$ cat src/rtl/ps2_time_entry.sv
// ps2_time_entry: PS/2 scan-code numeric entry into NFIELD time fields; define LIVE_UPDATE_EN to commit while typing
module ps2_time_entry #(
  parameter int NFIELD = 6,
  parameter int SELW = 3,
  parameter int DIGITS = 2,
  parameter int VW = 7,
  parameter logic [8*NFIELD-1:0] MAX_PACK = {8'd59, 8'd59, 8'd23, 8'd59, 8'd59, 8'd23}
) (
  input  logic                 clk,
  input  logic                 clrn,
  input  logic [7:0]           data,
  input  logic                 ready,
  input  logic                 overflow,
  output logic                 nextdata_n,
  input  logic                 edit_en,
  input  logic [SELW-1:0]      edit_sel,
  output logic [NFIELD*VW-1:0] field_val,
  output logic [4*DIGITS-1:0]  edit_buf,
  output logic                 commit,
  output logic                 err
);
  localparam int BW = 4*DIGITS;
  localparam int VV = VW+4;
  localparam int CW = $clog2(DIGITS+1);
  typedef enum logic [1:0] {IDLE, POP, WAIT} state_t;
  state_t state;
  logic [CW-1:0] cnt;
  logic brk, ext, en_q, ovf_seen, sel_chg, active, cur_ok;
  logic [SELW-1:0] sel_q;
  logic [4:0] kd;
  logic [BW-1:0] nbuf;
  logic [7:0] max_v;
  logic [VV-1:0] v_cur;
`ifdef LIVE_UPDATE_EN
  logic [VV-1:0] v_new;
  logic new_ok;
`endif
  function automatic logic [4:0] key_digit(input logic [7:0] b);
    case (b)
      8'h45, 8'h70: key_digit = 5'h10;
      8'h16, 8'h69: key_digit = 5'h11;
      8'h1E, 8'h72: key_digit = 5'h12;
      8'h26, 8'h7A: key_digit = 5'h13;
      8'h25, 8'h6B: key_digit = 5'h14;
      8'h2E, 8'h73: key_digit = 5'h15;
      8'h36, 8'h74: key_digit = 5'h16;
      8'h3D, 8'h6C: key_digit = 5'h17;
      8'h3E, 8'h75: key_digit = 5'h18;
      8'h46, 8'h7D: key_digit = 5'h19;
      default:      key_digit = 5'h00;
    endcase
  endfunction
  function automatic logic [VV-1:0] dec(input logic [BW-1:0] b);
    dec = '0;
    for (int k = DIGITS-1; k >= 0; k--) dec = VV'(dec * 10 + b[4*k +: 4]);
  endfunction
  assign sel_chg = (edit_sel != sel_q) || (en_q && !edit_en);
  always_comb begin
    kd = key_digit(data);
    nbuf = kd[4] ? BW'({edit_buf, kd[3:0]}) : edit_buf >> 4;
    active = edit_en && ({1'b0, edit_sel} < (SELW+1)'(NFIELD)) && !sel_chg;
    max_v = 8'(MAX_PACK >> (8*edit_sel));
    v_cur = dec(edit_buf);
    cur_ok = v_cur <= VV'(max_v);
`ifdef LIVE_UPDATE_EN
    v_new = dec(nbuf);
    new_ok = v_new <= VV'(max_v);
`endif
  end
  always_ff @(posedge clk or negedge clrn) begin
    if (!clrn) begin
      state <= IDLE;
      nextdata_n <= 1'b1;
      commit <= 1'b0;
      err <= 1'b0;
      field_val <= '0;
      edit_buf <= '0;
      cnt <= '0;
      brk <= 1'b0;
      ext <= 1'b0;
      sel_q <= '0;
      en_q <= 1'b0;
      ovf_seen <= 1'b0;
    end else begin
      commit <= 1'b0;
      err <= 1'b0;
      sel_q <= edit_sel;
      en_q <= edit_en;
      if (!overflow) ovf_seen <= 1'b0;
      if (sel_chg) begin
        edit_buf <= '0;
        cnt <= '0;
      end
      case (state)
        IDLE: begin
          if (overflow) begin
            brk <= 1'b0;
            ext <= 1'b0;
            edit_buf <= '0;
            cnt <= '0;
            if (!ovf_seen) begin
              err <= 1'b1;
              ovf_seen <= 1'b1;
            end
          end
          if (ready) begin
            nextdata_n <= 1'b0;
            state <= POP;
            if (!overflow) begin
              if (data == 8'hF0) brk <= 1'b1;
              else if (data == 8'hE0) ext <= 1'b1;
              else begin
                brk <= 1'b0;
                ext <= 1'b0;
                if (!brk && active) begin
                  if (!ext && (kd[4] || data == 8'h66)) begin
                    edit_buf <= nbuf;
                    cnt <= kd[4] ? (cnt == CW'(DIGITS) ? cnt : cnt + 1'b1) : (cnt == '0 ? cnt : cnt - 1'b1);
`ifdef LIVE_UPDATE_EN
                    if (new_ok) begin
                      field_val[VW*edit_sel +: VW] <= v_new[VW-1:0];
                      commit <= 1'b1;
                    end
`endif
                  end else if (!ext && data == 8'h76) begin
                    edit_buf <= '0;
                    cnt <= '0;
                  end else if (data == 8'h5A) begin
                    edit_buf <= '0;
                    cnt <= '0;
`ifdef LIVE_UPDATE_EN
                    if (!cur_ok) err <= 1'b1;
`else
                    if (cur_ok) begin
                      field_val[VW*edit_sel +: VW] <= v_cur[VW-1:0];
                      commit <= 1'b1;
                    end else err <= 1'b1;
`endif
                  end
                end
              end
            end
          end
        end
        POP: begin
          nextdata_n <= 1'b1;
          state <= WAIT;
        end
        default: state <= IDLE;
      endcase
    end
  end
endmodule

$ cat config.mk
export PLATFORM = sky130hd
export DESIGN_NAME = ps2_time_entry
export DESIGN_NICKNAME = d
export VERILOG_FILES = /design/src/rtl/ps2_time_entry.sv
export SDC_FILE = /design/constraint.sdc
export NUM_CORES = 1
export LEC_CHECK = 0
export CAP_MARGIN = 10
export CORE_MARGIN = 5
export CORE_UTILIZATION = 47
export CTS_BUF_LIST = sky130_fd_sc_hd__clkbuf_8
export DETAILED_ROUTE_END_ITERATION = 12
export PLACE_DENSITY = 0.74
export SETUP_SLACK_MARGIN = 0.4
export SLEW_MARGIN = 20
export SYNTH_ARGS = -nofsm -noshare
export SYNTH_HDL_FRONTEND = slang
export SYNTH_SLANG_ARGS = --single-unit
$ cat constraint.sdc
create_clock -name clk -period 4.3 [get_ports clk]
set_input_delay 0.43 -clock clk [delete_from_list [all_inputs] [get_ports clk]]
set_output_delay 0.43 -clock clk [all_outputs]
set_load 0.005 [all_outputs]
# [After elaboration in Yosys (flattened, before gate mapping)]
# Cells that the tools add are included.
[op_classes] addsub=2 mul=2 n_lt_le_gt_ge=2 n_eq_ne=28 n_shift=3 muxes=54 bitwise=5 n_reduce_logical=26
[ops] operator="$eq 8x7->1 const B" count=15
[ops] operator="$mux 8" count=12
[ops] operator="$pmux 5 s10" count=1
[ops] operator="$eq 8x6->1 const B" count=6
[ops] operator="$shr 46x6->8 const A" count=1
[ops] operator="$bwmux 42" count=1
[ops] operator="$shift 7x34->42 const A" count=1
[ops] operator="$shiftx 7x34->42" count=1
[ops] operator="$mux 1" count=37
[ops] operator="$neg 6->34" count=1
[ops] operator="$reduce_or 2->1" count=10
[ops] operator="$eq 8x5->1 const B" count=2
[ops] operator="$eq 8x8->1 const B" count=2
[ops] operator="$reduce_and 10->1" count=1
[ops] operator="$add 8x4->9" count=1
[ops] operator="$le 9x8->1" count=1
[ops] operator="$mul 4x3->7 const B" count=1
[ops] operator="$logic_and 1x1->1" count=6
[ops] operator="$mul 3x3->6 const A" count=1
[ops] operator="$not 1->1" count=5
[ops] operator="$logic_not 1->1" count=4
[ops] operator="$pmux 2 s2" count=1
[ops] operator="$lt 3x3->1 const B" count=1
[ops] operator="$ne 3x3->1" count=1
[ops] operator="other kinds (8)" count=9
[word_totals] ff_bits=62 input_bits=16

# [Longest topological paths before layout]
# Gate-level depths: netlist of run 1.
[logic_depth] depth_word=14 depth_mapped=13

# [Worst setup path before layout of run 1]
# OpenSTA, ideal clock, no wires.
[synth_path] path_kind="reg-to-reg" start="register edit_buf[5]" end="register field_val[0]" setup_ps=125 arrival_time_ps=3401 required_ps=4175 path_slack_ps=774 stages_incl_launch_ff=13 synth_period_minus_slack_ps=3526 cell_sequence="dfrtp_1 > ha_1 > ha_1 > inv_1 > fa_1 > xor2_1 > ha_1 > o22ai_1 > a31o_2 > nand4_2 > or4_1 > buf_2 > mux2_4"
[synth_via] elab_chain_len=4
[synth_rtl] element="from (decl)" line_no="18" rtl="output logic [4*DIGITS-1:0] edit_buf,"
[synth_rtl] element="from (signal assigned)" line_no="117" rtl="edit_buf <= nbuf;"
[synth_rtl] element="$mul 4x3->7 *" line_no="55" rtl="for (int k = DIGITS-1; k >= 0; k--) dec = VV'(dec * 10 + b[4*k +: 4]);"
[synth_rtl] element="$add 8x4->9 *" line_no="55"
[synth_rtl] element="$le 9x8->1 / $shiftx 7x34->42 (equally long branches)" line_no="64, 135"
[synth_rtl] element="$reduce_and 10->1 (no source line) / $bwmux 42 (equally long branches)"
[synth_rtl] element="to (signal, indexed assignment)" line_no="135" rtl="field_val[VW*edit_sel +: VW] <= v_cur[VW-1:0];"
[synth_rtl] element="to (decl)" line_no="17" rtl="output logic [NFIELD*VW-1:0] field_val,"
# Every way passes the cells marked *; elsewhere a longest branch is shown, timed or not.
# A chain may end at the register's enable or synchronous reset.

# [Worst setup path after layout of run 1]
[layout_path] start="register edit_buf[5]" end="register field_val[40]"
# The elaborated chain is that of the path after synthesis.

==> results.yml, run 1 <==
synth:
  ys_seq_elements: 62
  syn_nets: 351
  yosys.area.top_type_share: 0.430
  synth.avg_cell_area_sq_um: 11.2
  synthArstFlopShare: 1.00
  netlist-cell-type-count: 65
  ys.flop_type: "dfrtp_1"
  postSynthCellCount: 317
  yosysSeqAreaShare: 0.438
  synth.cell_area_sq_mm: 0.00355
  yosysWarningCount: 0
  synth_edf_count: 0
  synthTopCellsByArea: "dfrtp_1, mux2_2, ha_1, mux2_4, nor2b_1"
  synth_top_cell_by_area: "dfrtp_1"
sta:
  fin_crit_sh: 0.846
  fin_crit_ps: 3640
  tightest_slew_ps: 764
  rsz0062_at_grt: "false"
  setup-violations-final: 0
  fmax_mhz: 275
  fin_skew_ps: 12.5
  slew_violations: 0
  tns_ps: 0
  relSlewSlack: 0.491
  hold_violations: 0
routing:
  drtIter0Drc: 110
  finalWirelength_um: 8090
  drc_errors: 0
  post_drt_via_cell_ratio: 5.56
  vias: 2760
  firstDrtPassIters: 4
  avgRoutedWirePerCell_um: 16.3
  antenna_left: 0
setup_path:
  r2r-end: "field_val[40]$_DFFE_PN0P_"
  crit_top_cell: "ha_1"
  worstPathArrival_ps: 3870
  crit_chain: "ha_1 > ha_1 > inv_1 > fa_1 > xor2_1 > ha_1 > nand3_1 > o22ai_1 > a31o_2 > nand4_2 > nor3b_2 > mux2_2"
  critPathKind: "reg -> reg"
  critPathMaxStageDelay_ps: 570
  slowest_stage: "nor3b_2"
  cp-end-kind: "flop"
  crit_path_start_kind: "flop"
  ff2ff_setup_slack_ps: 660
  critPathMaxFanout: 7
  worstRegToRegCells: 12
  r2r_start: "edit_buf[5]$_DFF_PN0_"
  required_ps: 4530
placement:
  dp_hpwl_um: 6010
  routabilityCongestion: 0.937
  io_buffers: 68
layout:
  layout_commonest_cell: "clkdlybuf4s50_1"
  antenna_cells: 0
  fill_cells: 627
  register_area_sq_mm: 0.00155
  final_cell_mix: "clkdlybuf4s50_1, dfrtp_1, mux2_2"
  layout-drive-gt1-share: 0.196
  area_delta_synth_final_pct: 28.3
  utilization: 0.624
  final_nets: 426
  multi_input_area_sq_mm: 0.00191
die:
  core_sq_mm: 0.00729
  placementRows: 31
  die_height_um: 96.9
  dieArea_sq_mm: 0.00938
  io_pins: 69
  start_util: 0.486
  die_width_um: 96.9
pwr:
  leakage_nw: 2.13
  power.switching_mw: 0.315
  vdd_ir_drop_max_mv: 0.150
  power_density_mw_per_mm2: 257
  internal_power_mw: 0.854
  clkPwrFrac: 0.384
  sw_frac_of_total: 0.270
  p_comb_frac: 0.102
  power_frac_seq: 0.514
  p_total_mw: 1.17
global_routing:
  grt_pass1_vias: 2718
  antenna_found_initial: 0
  grt_max_degree: 63
  globalRouteTotalUtil: 0.179
  overflow: 0
  grt_pass1_wl_um: 13900
clock_tree:
  root_buffer: "clkbuf_8"
  cts_made_buffers: 9
  cts_buffer_depth: 2
  cts_tree: "built"
  cts_setup_buffers: 0
  path_clk_slew_ps: 80
  clkLatencyLatePin_ps: 340
  h-tree-depth: 3
  clock-sinks: 62
status:
  status: "finished, final reports clean"
job:
  cap_violations: 0
hold_path:
  hold_class: "in -> async"
## cell families (layout without fill, tap and decap cells)
| group | after synthesis | count (layout) | share of synthesized area |
|---|---|---|---|
| buffers and inverters | 27 | 107 | 0.0293 |
| XOR/XNOR | 10 | 10 | 0.0247 |
| multiplexers | 37 | 37 | 0.130 |
| flip-flops | 62 | 62 | 0.438 |
| adder cells (fa/ha/maj) | 18 | 18 | 0.0677 |
| AO/OA/AOI/OAI | 54 | 54 | 0.115 |
| AND/OR/NAND/NOR | 109 | 109 | 0.196 |
## stage by stage
stage,instance area (sq um),cells,hold WS [ps],setup WS [ps]
floorplan,3550,317,134,774
global placement,4360,480,432,447
detailed placement,4360,480,439,309
CTS,4540,496,265,533
global route,4550,496,313,446
finish,4550,496,243,662
## layout make-up
| cell class | instances | area share |
|---|---|---|
| inverters | 14 | 0.0115 |
| flip-flops and latches | 62 | 0.341 |
| multi-input cells | 228 | 0.419 |
| well taps | 99 | 0.0272 |
| clock inverters | 7 | 0.0107 |
| repair buffers | 77 | 0.163 |
| clock buffers | 9 | 0.0272 |
## cells in the mapped netlist, types with 2 or more instances
cell / number
a211oi_1: 2
a21o_1: 5
a21oi_1: 7
a22o_1: 4
a31o_2: 2
a32o_1: 4
a32oi_1: 2
and2_1: 3
and3_1: 8
and3b_1: 2
buf_2: 2
clkbuf_1: 10
dfrtp_1: 61
fa_1: 2
ha_1: 16
inv_1: 14
mux2_2: 24
mux2_4: 12
nand2_1: 15
nand2b_1: 8
nand3_1: 6
nand3b_1: 2
nor2_1: 15
nor2b_1: 13
nor3_1: 2
nor3b_1: 4
nor3b_2: 2
nor4_1: 5
nor4bb_1: 4
o2111ai_1: 3
o211ai_1: 5
o21ai_0: 5
o21bai_1: 2
o31ai_1: 2
or2_2: 2
or3b_2: 3
or4_1: 3
xnor2_1: 7
xor2_1: 3
## critical path, delay by kind of cell (launching register included)
family / cells / cell delay (ps)
fa+ha+maj: 4 / 1310
mux: 1 / 410
compound gates: 2 / 250
flops: 1 / 470
xor+xnor: 1 / 210
simple gates: 3 / 820
buf+inv: 1 / 70
## per-layer routing
layer,vias up,routed length [um],track usage
met5,-,0,0
met4,0,75,0.0518
met3,10,386,0.0518
met2,63,3980,0.289
met1,1363,3640,0.234
li1,1324,-,-
## sequential cells by signal (all words and copies together) (netlist names)
register    flops
commit          1
state           2
brk             1
edit_buf        8
err             1
ovf_seen        1
field_val      42
nextdata_n      1
ext             1
en_q            1
sel_q           3
## worst max-delay path by stage
stage	from	endpoint	slack (ps)	depth (start not counted)
floorplan	edit_buf[5]$_DFF_PN0_	field_val[0]$_DFFE_PN0P_	770	12
global placement	edit_sel[1]	field_val[0]$_DFFE_PN0P_	450	12
detailed placement	edit_sel[1]	field_val[3]$_DFFE_PN0P_	310	12
CTS	edit_buf[5]$_DFF_PN0_	field_val[0]$_DFFE_PN0P_	530	12
global route	edit_buf[5]$_DFF_PN0_	field_val[40]$_DFFE_PN0P_	450	12
finish	edit_buf[5]$_DFF_PN0_	field_val[40]$_DFFE_PN0P_	660	12
## power by group through the flow
stage               clock network (mW)  logic [mW]  registers (mW)
floorplan                            0      0.0645           0.611
global placement                     0       0.118           0.612
detailed placement                   0       0.120           0.612
CTS                              0.462       0.120           0.601
global route                     0.487       0.135           0.603
finish                           0.449       0.120           0.601
## what timing repair did
item	in CTS	in global routing
setup endpoints to repair	0	12
resized for setup	0	3
hold buffers	0	0
Power figures use the tool's default switching activity.
==> run 2: changes to the inputs <==
--- a/config.mk
+++ b/config.mk
@@ -10,7 +10,7 @@
 export CORE_UTILIZATION = 47
 export CTS_BUF_LIST = sky130_fd_sc_hd__clkbuf_8
 export DETAILED_ROUTE_END_ITERATION = 12
-export PLACE_DENSITY = 0.74
+export PLACE_DENSITY = 0.76
 export SETUP_SLACK_MARGIN = 0.4
 export SLEW_MARGIN = 20
 export SYNTH_ARGS = -nofsm -noshare
==> constraint.sdc (replaced) <==
create_clock -name clk -period 3 [get_ports clk]
set_input_delay 0.3 -clock clk [delete_from_list [all_inputs] [get_ports clk]]
set_output_delay 0.3 -clock clk [all_outputs]
set_load 0.005 [all_outputs]
==> run 2 against run 1 <==
Net effect: the flow now finishes with violations (negative setup slack); via count up 8.0%; die area did not move; sequential share of layout area is 3.6 points lower; critical endpoint is now field_val[14]$_DFFE_PN0P_; sequential power is 44% higher; setup slack worse by 1000 ps; flip-flop and latch count is the same.
==> results.yml, run 2 (same netlist as run 1, synthesis figures left out) <==
status:
  status: "finished with violations"
  violations: "negative setup slack"
global_routing:
  grt_pass1_wl_um: 15700
  antenna_found_initial: 0
  busiest_layer: "met2"
  grt_use_met1: 0.251
  grt_util_met2: 0.345
  globalRouteTotalUtil: 0.201
  globalRouteMet3Util: 0.0489
  overflow: 0
  grt_max_degree: 43
  grt_pass1_vias: 3078
setup_path:
  crit_path_end: "field_val[14]$_DFFE_PN0P_"
  critPathKind: "reg -> reg"
  slowest_stage: "or4b_4"
  cp_num_buf_inv: 2
  crit_chain: "ha_4 > ha_4 > inv_2 > fa_2 > xor2_2 > ha_1 > nand3_1 > o22ai_1 > a31o_2 > nand4_4 > or4b_4 > buf_6 > mux2_4"
  worstPathArrival_ps: 3580
  cp-end-kind: "flop"
  cp-startpoint: "edit_buf[7]$_DFF_PN0_"
  ff2ff_setup_slack_ps: -360
  required_ps: 3220
  crit_family: "adder cells"
  worstRegToRegCells: 13
  critPathMaxStageDelay_ps: 500
  crit_top_cell: "ha_4"
  cp_num_cells: 13
  crit_path_start_kind: "flop"
  critPathMaxFanout: 7
  r2r_start: "edit_buf[7]$_DFF_PN0_"
  r2r-end: "field_val[14]$_DFFE_PN0P_"
placement:
  io_buffers: 68
  place_area_sq_mm: 0.00471
  dpl_worst_slack_ps: -603
  dp_hpwl_um: 6880
  routabilityCongestion: 0.921
  dp_cells: 520
sta:
  setup-violations-final: 40
  fin_skew_ps: 13.5
  hold_slack_ps: 110
  fin_crit_ps: 3360
  fin_crit_sh: 1.12
  tightest_slew_ps: 928
  fin_ws_ps: -364
  slew_violations: 0
  rsz0062_at_grt: "true"
  relSlewSlack: 0.381
  fmax_mhz: 297
  hold_violations: 0
layout:
  largest_reg_flops: 42
  final_cells: 541
  fin_area_sq_mm: 0.00509
  layout_commonest_cell: "clkdlybuf4s50_1"
  final_cell_mix: "clkdlybuf4s50_1, dfrtp_1, buf_4"
  final_nets: 472
  antenna_cells: 0
  area_delta_synth_final_pct: 43.5
  layout-drive-gt1-share: 0.312
  fill_cells: 573
  reg.largest.list: "field_val x42, edit_buf x8, sel_q x3"
  top_register: "field_val"
routing:
  antenna_left: 0
  vias: 2980
  post_drt_via_cell_ratio: 5.51
  drc_errors: 0
  avgRoutedWirePerCell_um: 17.2
  firstDrtPassIters: 4
  finalWirelength_um: 9300
  drtIter0Drc: 110
pwr:
  p_total_mw: 1.87
  power_density_mw_per_mm2: 367
  vdd_ir_drop_max_mv: 0.210
  leakage_nw: 2.39
clock_tree:
  clkLatencyLatePin_ps: 340
  cts_buffer_depth: 2
  clock-sinks: 62
  cts_made_buffers: 9
  h-tree-depth: 3
  root_buffer: "clkbuf_8"
  path_clk_slew_ps: 60
  holdBufCountCts: 0
  cts_tree: "built"
hold_path:
  hold_class: "in -> async"
die:
  die_height_um: 96.9
  placementRows: 31
  die_width_um: 96.9
  core_sq_mm: 0.00729
  dieArea_sq_mm: 0.00938
  io_pins: 69
  start_util: 0.486
job:
  cap_violations: 0
==> run 2: how the worst min path moves through the flow <==
stage / endpoint / slack (ps) / depth (start not counted)
after floorplan: brk$_DFFE_PN0P_ / 4 / 0
after global placement: err$_DFF_PN0_ / 450 / 1
after detailed placement: err$_DFF_PN0_ / 460 / 1
after CTS: sel_q[2]$_DFF_PN0_ / 130 / 1
after global routing: field_val[34]$_DFFE_PN0P_ / 180 / 1
final: field_val[34]$_DFFE_PN0P_ / 110 / 1
==> run 2: power by group <==
group          switching [mW]  leakage [nW]  internal, mW
logic                   0.108          1.44        0.0887
clock network           0.305         0.115         0.506
registers              0.0107         0.841         0.852
==> run 2: stage by stage <==
step,TNS (ps),utilization
after floorplan,-10060,-
after global placement,-12810,0.646
after detailed placement,-17020,0.646
after CTS,-8370,0.689
after global routing,-13570,0.698
final,-10150,0.698
==> run 2: worst register-to-register path, stage by stage, from the launching register on <==
cell     delay, ps
dfrtp_2        420
ha_4           250
ha_4           160
inv_2           50
fa_2           460
xor2_2         200
ha_1           300
nand3_1         90
o22ai_1        120
a31o_2         160
nand4_4        100
or4b_4         500
buf_6          160
mux2_4         290
==> run 2: final cells by class <==
cell class,instances,area [sq um],share of cell area
repair buffers,123,1110,0.219
inverters,14,52.6,0.0103
multi-input cells,228,2020,0.397
well taps,99,124,0.0243
clock buffers,11,151,0.0297
clock inverters,4,70.1,0.0138
flip-flops and latches,62,1560,0.306
==> run 2: layer usage <==
layer,part of all wire,vias up
li1,-,1408
met1,0.42,1489
met2,0.53,69
met3,0.038,14
met4,0.017,0
met5,0,-
==> run 2: repair_timing <==
item,in CTS,in global routing
endpoints found under the setup margin,44,48
pin swaps,5,0
resized for setup,18,11
buffers inserted,4,2
